## config.mk

```make
export PLATFORM = sky130hd
export DESIGN_NAME = program_loader
export DESIGN_NICKNAME = d
export VERILOG_FILES = /design/src/rtl/program_loader.sv
export SDC_FILE = /design/constraint.sdc
export NUM_CORES = 1
export LEC_CHECK = 0
export BUFFER_PORTS_ARGS = -buffer_cell sky130_fd_sc_hd__buf_2
export CAP_MARGIN = 15
export CORE_MARGIN = 4
export CORE_UTILIZATION = 50
export DETAILED_ROUTE_END_ITERATION = 12
export GPL_TIMING_DRIVEN = 0
export PLACE_DENSITY = 0.71
export RECOVER_POWER = 100
export REMOVE_ABC_BUFFERS = 1
export SLEW_MARGIN = 20
export SYNTH_ARGS = -nofsm -noshare
export SYNTH_HDL_FRONTEND = slang
export SYNTH_SLANG_ARGS = --single-unit
```

## constraint.sdc

```tcl
create_clock -name clk -period 2.63 [get_ports clk]
set_clock_uncertainty 0.2 [all_clocks]
set_input_delay 0.263 -clock clk [delete_from_list [all_inputs] [get_ports clk]]
set_output_delay 0.263 -clock clk [all_outputs]
set_load 0.005 [all_outputs]
```

## src/rtl/program_loader.sv

```systemverilog
// rtl/program_loader.sv - length-prefixed, checksummed byte-stream boot loader for instruction memory
module program_loader #(
    parameter int          MAX_WORDS    = 1024,
    parameter logic [31:0] BASE_ADDRESS = 32'h0000_0000
) (
    input  logic        clk,
    input  logic        reset,
    input  logic        in_valid,
    output logic        in_ready,
    input  logic [7:0]  in_data,
    output logic [31:0] mem_address,
    output logic [31:0] mem_data_in,
    output logic        mem_write_enable,
    output logic        cpu_reset_n,
    output logic        done,
    output logic        error,
    output logic [15:0] words_loaded
);

    typedef enum logic [2:0] {
        S_LEN,
        S_DATA,
        S_WRITE,
        S_CSUM,
        S_DONE,
        S_ERROR
    } state_t;

    state_t      state;
    state_t      state_next;

    logic [1:0]  byte_cnt;
    logic [23:0] len_buf;
    logic [15:0] n_words;
    logic [23:0] word_buf;
    logic [7:0]  checksum;

    logic        xfer;
    logic        last_byte;
    logic [7:0]  sum_next;
    logic [31:0] len_full;
    logic [31:0] word_full;
    logic [15:0] loaded_inc;

    always_comb begin
        in_ready   = (state == S_LEN) || (state == S_DATA) || (state == S_CSUM);
        xfer       = in_valid && in_ready;
        last_byte  = (byte_cnt == 2'd3);
        sum_next   = checksum + in_data;
        len_full   = {in_data, len_buf};
        word_full  = {in_data, word_buf};
        loaded_inc = words_loaded + 16'd1;
        // Gating with reset keeps a reset asserted during WRITE from producing a strobe.
        mem_write_enable = (state == S_WRITE) && !reset;
    end

    always_comb begin
        state_next = state;
        case (state)
            S_LEN: begin
                if (xfer && last_byte) begin
                    if (len_full > 32'(MAX_WORDS)) begin
                        state_next = S_ERROR;
                    end else if (len_full == 32'd0) begin
                        state_next = S_CSUM;
                    end else begin
                        state_next = S_DATA;
                    end
                end
            end
            S_DATA: begin
                if (xfer && last_byte) begin
                    state_next = S_WRITE;
                end
            end
            S_WRITE: begin
                if (loaded_inc == n_words) begin
                    state_next = S_CSUM;
                end else begin
                    state_next = S_DATA;
                end
            end
            S_CSUM: begin
                if (xfer) begin
                    state_next = (sum_next == 8'd0) ? S_DONE : S_ERROR;
                end
            end
            default: state_next = state;
        endcase
    end

    always_ff @(posedge clk) begin
        if (reset) begin
            state        <= S_LEN;
            byte_cnt     <= 2'd0;
            len_buf      <= 24'd0;
            n_words      <= 16'd0;
            word_buf     <= 24'd0;
            checksum     <= 8'd0;
            words_loaded <= 16'd0;
            mem_address  <= BASE_ADDRESS;
            mem_data_in  <= 32'd0;
            done         <= 1'b0;
            error        <= 1'b0;
            cpu_reset_n  <= 1'b0;
        end else begin
            state       <= state_next;
            done        <= (state_next == S_DONE);
            error       <= (state_next == S_ERROR);
            cpu_reset_n <= (state_next == S_DONE);

            if (xfer) begin
                checksum <= sum_next;
                byte_cnt <= byte_cnt + 2'd1;
                // The 4th byte of each group is consumed straight from in_data.
                if (state == S_LEN && !last_byte) begin
                    len_buf[{byte_cnt, 3'b000} +: 8] <= in_data;
                end
                if (state == S_DATA && !last_byte) begin
                    word_buf[{byte_cnt, 3'b000} +: 8] <= in_data;
                end
            end

            if (state == S_LEN && xfer && last_byte) begin
                n_words <= len_full[15:0];
            end

            if (state == S_DATA && xfer && last_byte) begin
                mem_data_in <= word_full;
                mem_address <= BASE_ADDRESS + {14'd0, words_loaded, 2'b00};
            end

            if (state == S_WRITE) begin
                words_loaded <= loaded_inc;
            end
        end
    end

endmodule

```

==> results by group <==
Routing
  • First drt pass iteration count: 5
  • Violation count after the first detailed-routing iteration: 291
  • Number of vias per cell after detailed routing: 5.24
  • Overall routed net length: 14500 um
  • Number of remaining DRC errors: 0
  • Antenna-violating nets left: 0
  • Detail-routed net length per standard cell: 13.9 um
  • Detailed-route via count: 5466

Yosys
  • Number of standard cells after synthesis: 799
  • Per-instance average area after synthesis: 7.96 um^2
  • Flop and latch count out of synthesis: 143
  • FFs w/ async S/R, synth: 0%
  • Number of enable flip-flop cells after synthesis: 0
  • Synthesis warning total: 0
  • Netlist cell types: 49
  • Cell area after synthesis: 6360 um^2
  • Most frequently used cell type in the post-synthesis netlist: sky130_fd_sc_hd__nor2_1
  • Largest cells by area after synthesis: sky130_fd_sc_hd__dfxtp_1, sky130_fd_sc_hd__a21oi_1, sky130_fd_sc_hd__nor2_1
  • List of most frequent post-synthesis cells: sky130_fd_sc_hd__nor2_1, sky130_fd_sc_hd__nand2_1, sky130_fd_sc_hd__dfxtp_1
  • Part of the Yosys area used for sequential elements: 45.0%
  • Area share of the largest cell type after synthesis: 45.0%
  • Commonest register cell after synthesis: sky130_fd_sc_hd__dfxtp_1
  • Cell type with the highest aggregate area in the netlist: sky130_fd_sc_hd__dfxtp_1

Layout
  • Non-filler instance count after layout: 1043
  • Antenna cells: 0
  • Core Util, Final: 60.4%
  • Net count of the finished layout: 888
  • Relative area change from synthesis to final layout: 16.1%
  • Fillers: 1133
  • Final std cell area, no fill: 7380 um^2
  • Layout cells sized above 1: 11.2%

Clocking
  • CTS clk-pin slew, worst paths: 0.06 ns
  • Clk Latency, worst-skew pair: 0.42 ns
  • Depth of the CTS H-tree: 4
  • TritonCTS clock tree: done
  • Bufs on Longest Clock Path: 2
  • Number of clock buffers inserted by TritonCTS: 17
  • Count of clock tree sinks: 143
  • Root cell of the clock tree: sky130_fd_sc_hd__clkbuf_16

Critical path
  • Setup slack, reg-to-reg: 0.07 ns
  • Worst reg-to-reg path cell count: 6
  • CP Class: reg -> reg
  • Highest fanout seen on the critical path: 10
  • Required time of the worst setup path: 2.73 ns
  • Sort of element at the start of the critical path: flip-flop
  • Worst Path Arrival: 2.65 ns
  • Worst flop-to-flop path startpoint: byte_cnt[0]
  • Capturing point of the worst reg2reg path: n_words[15]
  • Nature of the critical path endpoint: flip-flop

Timing
  • Fin. Hold Viols: 0
  • Worst-case headroom to the max-slew limit: 29.2%
  • Max frequency: 391 MHz
  • Setup repair after global routing missed its margin: yes
  • Shortest clock period the worst path allows after layout: 2.56 ns
  • Final sum of negative setup slack: 0 ns
  • Slew Viols, Final: 0
  • Number of endpoints failing setup at the final stage: 0
  • Share of the clock period used by the worst path after layout: 97.2%
  • Hold_ws: 0.0239 ns
  • Worst-margin pin slew: 1.06 ns

Power
  • Total power density per cell area: 665 nW/um^2
  • Pleak: 2.73 nW
  • Maximum vdd drop: 0.521 mV

Global routing
  • Maximum number of pins on one net before global-route repair: 84
  • Wire length of the first global-routing pass: 24000 um
  • GRT Resource Usage Total: 20.3%
  • Via count of the first global-routing pass: 5205
  • Overflow left after global routing: 0
  • Initial antenna violation count: 0

Placed design
  • Post-detail-place hpwl: 10200 um
  • Quantity of I/O buffers inserted on ports: 79
  • GPL Wtd Cong: 0.881
  • Placed cell count: 1005
  • Post-placement cell area: 6780 um^2

Floorplanning
  • Number of placement rows: 40
  • Effective utilization at floorplan: 52.1%
  • Vertical extent of the die: 121 um
  • Width of the die: 121 um
  • Die area: 14600 um^2
  • Number of ports placed on the die boundary: 96
  • Core box area: 12200 um^2

Run
  • Number of max-cap violations: 0

Worst hold path
  • Type of the tightest min-delay check: in -> reg
  • Hold path cells: 3
  • Hold_sp: in_data[1]
  • End point of the worst hold path: mem_data_in[25]

Run status
  • Outcome: finished clean
[kinds of logic (layout without fill, tap and decap cells)]
group	count (synthesis)	after routing	share of synthesized area (%)
compound gates	148	148	12.8
fa+ha+maj	14	14	2.87
flops	143	143	45.0
buf+inv	74	135	6.04
simple gates	358	358	24.3
xor+xnor	36	36	4.96
mux	25	25	3.96
other cells	1	16	0.0590
[flip-flops by register name, indices dropped and copies added (netlist names)]
signal / cells
words_loaded: 16
word_buf: 24
checksum: 8
byte_cnt: 2
mem_data_in: 32
mem_address: 16
state: 3
done: 1
len_buf: 24
n_words: 16
error: 1
[worst max path at each step]
| stage | endpoint | startpoint | cells after the start | slack (ns) |
|---|---|---|---|---|
| 3_5_place_dp | done | in_data[0] | 9 | -0.09 |
| 2_1_floorplan | mem_address[10] | byte_cnt[0] | 5 | -2.04 |
| 3_3_place_gp | mem_data_in[11] | byte_cnt[0] | 5 | -4.62 |
| 6_report | n_words[15] | byte_cnt[0] | 6 | 0.07 |
| 4_1_cts | mem_data_in[23] | byte_cnt[0] | 6 | 0.01 |
| 5_1_grt | word_buf[1] | state[0] | 6 | -0.04 |
[where the power goes]
| group | internal [mW] | total (mW) | leakage (nW) | switching, mW |
|---|---|---|---|---|
| Combinational | 0.141 | 0.389 | 1.30 | 0.247 |
| Clock | 1.45 | 2.29 | 0.276 | 0.842 |
| Sequential | 2.20 | 2.23 | 1.15 | 0.0308 |
[layout make-up]
| class | instances | area [um^2] | share of cell area [%] |
|---|---|---|---|
| Tap cell | 168 | 210 | 2.85 |
| Timing Repair Buffer | 95 | 505 | 6.85 |
| Sequential cell | 143 | 2860 | 38.8 |
| Clock buffer | 27 | 523 | 7.09 |
| Multi-Input combinational cell | 597 | 3190 | 43.3 |
| Inverter | 9 | 33.8 | 0.458 |
| Clock inverter | 4 | 50.0 | 0.678 |
[critical path, stage by stage, from the launching register on]
cell                       delay [ns]
sky130_fd_sc_hd__dfxtp_1         0.48
sky130_fd_sc_hd__ha_1            0.27
sky130_fd_sc_hd__nand2_1         0.20
sky130_fd_sc_hd__nor4_4          0.53
sky130_fd_sc_hd__clkbuf_2        0.42
sky130_fd_sc_hd__mux2i_1         0.28
sky130_fd_sc_hd__nor2_1          0.06
[what timing repair did]
item | CTS | global route
hold buffers | 6 | 1
endpoints found under the setup margin | 1 | 52
buffers inserted | 0 | 0
hold endpoints to repair | 6 | 1
pin swaps | 0 | 0
resized for setup | 1 | 8
[cell usage in the layout (no fill, tap or decap), types with 10 or more instances in the layout]
| cell | instances |
|---|---|
| sky130_fd_sc_hd__a21oi_1 | 113 |
| sky130_fd_sc_hd__buf_2 | 48 |
| sky130_fd_sc_hd__clkbuf_1 | 34 |
| sky130_fd_sc_hd__clkbuf_16 | 17 |
| sky130_fd_sc_hd__conb_1 | 16 |
| sky130_fd_sc_hd__dfxtp_1 | 142 |
| sky130_fd_sc_hd__ha_1 | 13 |
| sky130_fd_sc_hd__mux2i_1 | 24 |
| sky130_fd_sc_hd__nand2_1 | 144 |
| sky130_fd_sc_hd__nand3_1 | 11 |
| sky130_fd_sc_hd__nor2_1 | 147 |
| sky130_fd_sc_hd__nor4_1 | 10 |
| sky130_fd_sc_hd__o21ai_0 | 15 |
| sky130_fd_sc_hd__xnor2_1 | 21 |
| sky130_fd_sc_hd__xor2_1 | 15 |
[layer usage]
layer,global-route usage (%),vias to the layer above,share of wire [%],wire length (um)
met5,0,-,0,0
met4,6.30,0,1.7,243
met3,5.94,22,5.8,845
met2,34.7,144,49,7100
met1,24.6,2534,44,6330
li1,-,2766,-,-
[through the flow]
step                      power [mW]  setup WS [ns]
after floorplan                 2.52          -2.04
after global placement          2.62          -4.62
after detailed placement        2.65        -0.0892
after CTS                       4.94        0.00961
after global routing            5.10        -0.0427
final                           4.91         0.0733
No activity file was read; power rests on OpenSTA's default activity.
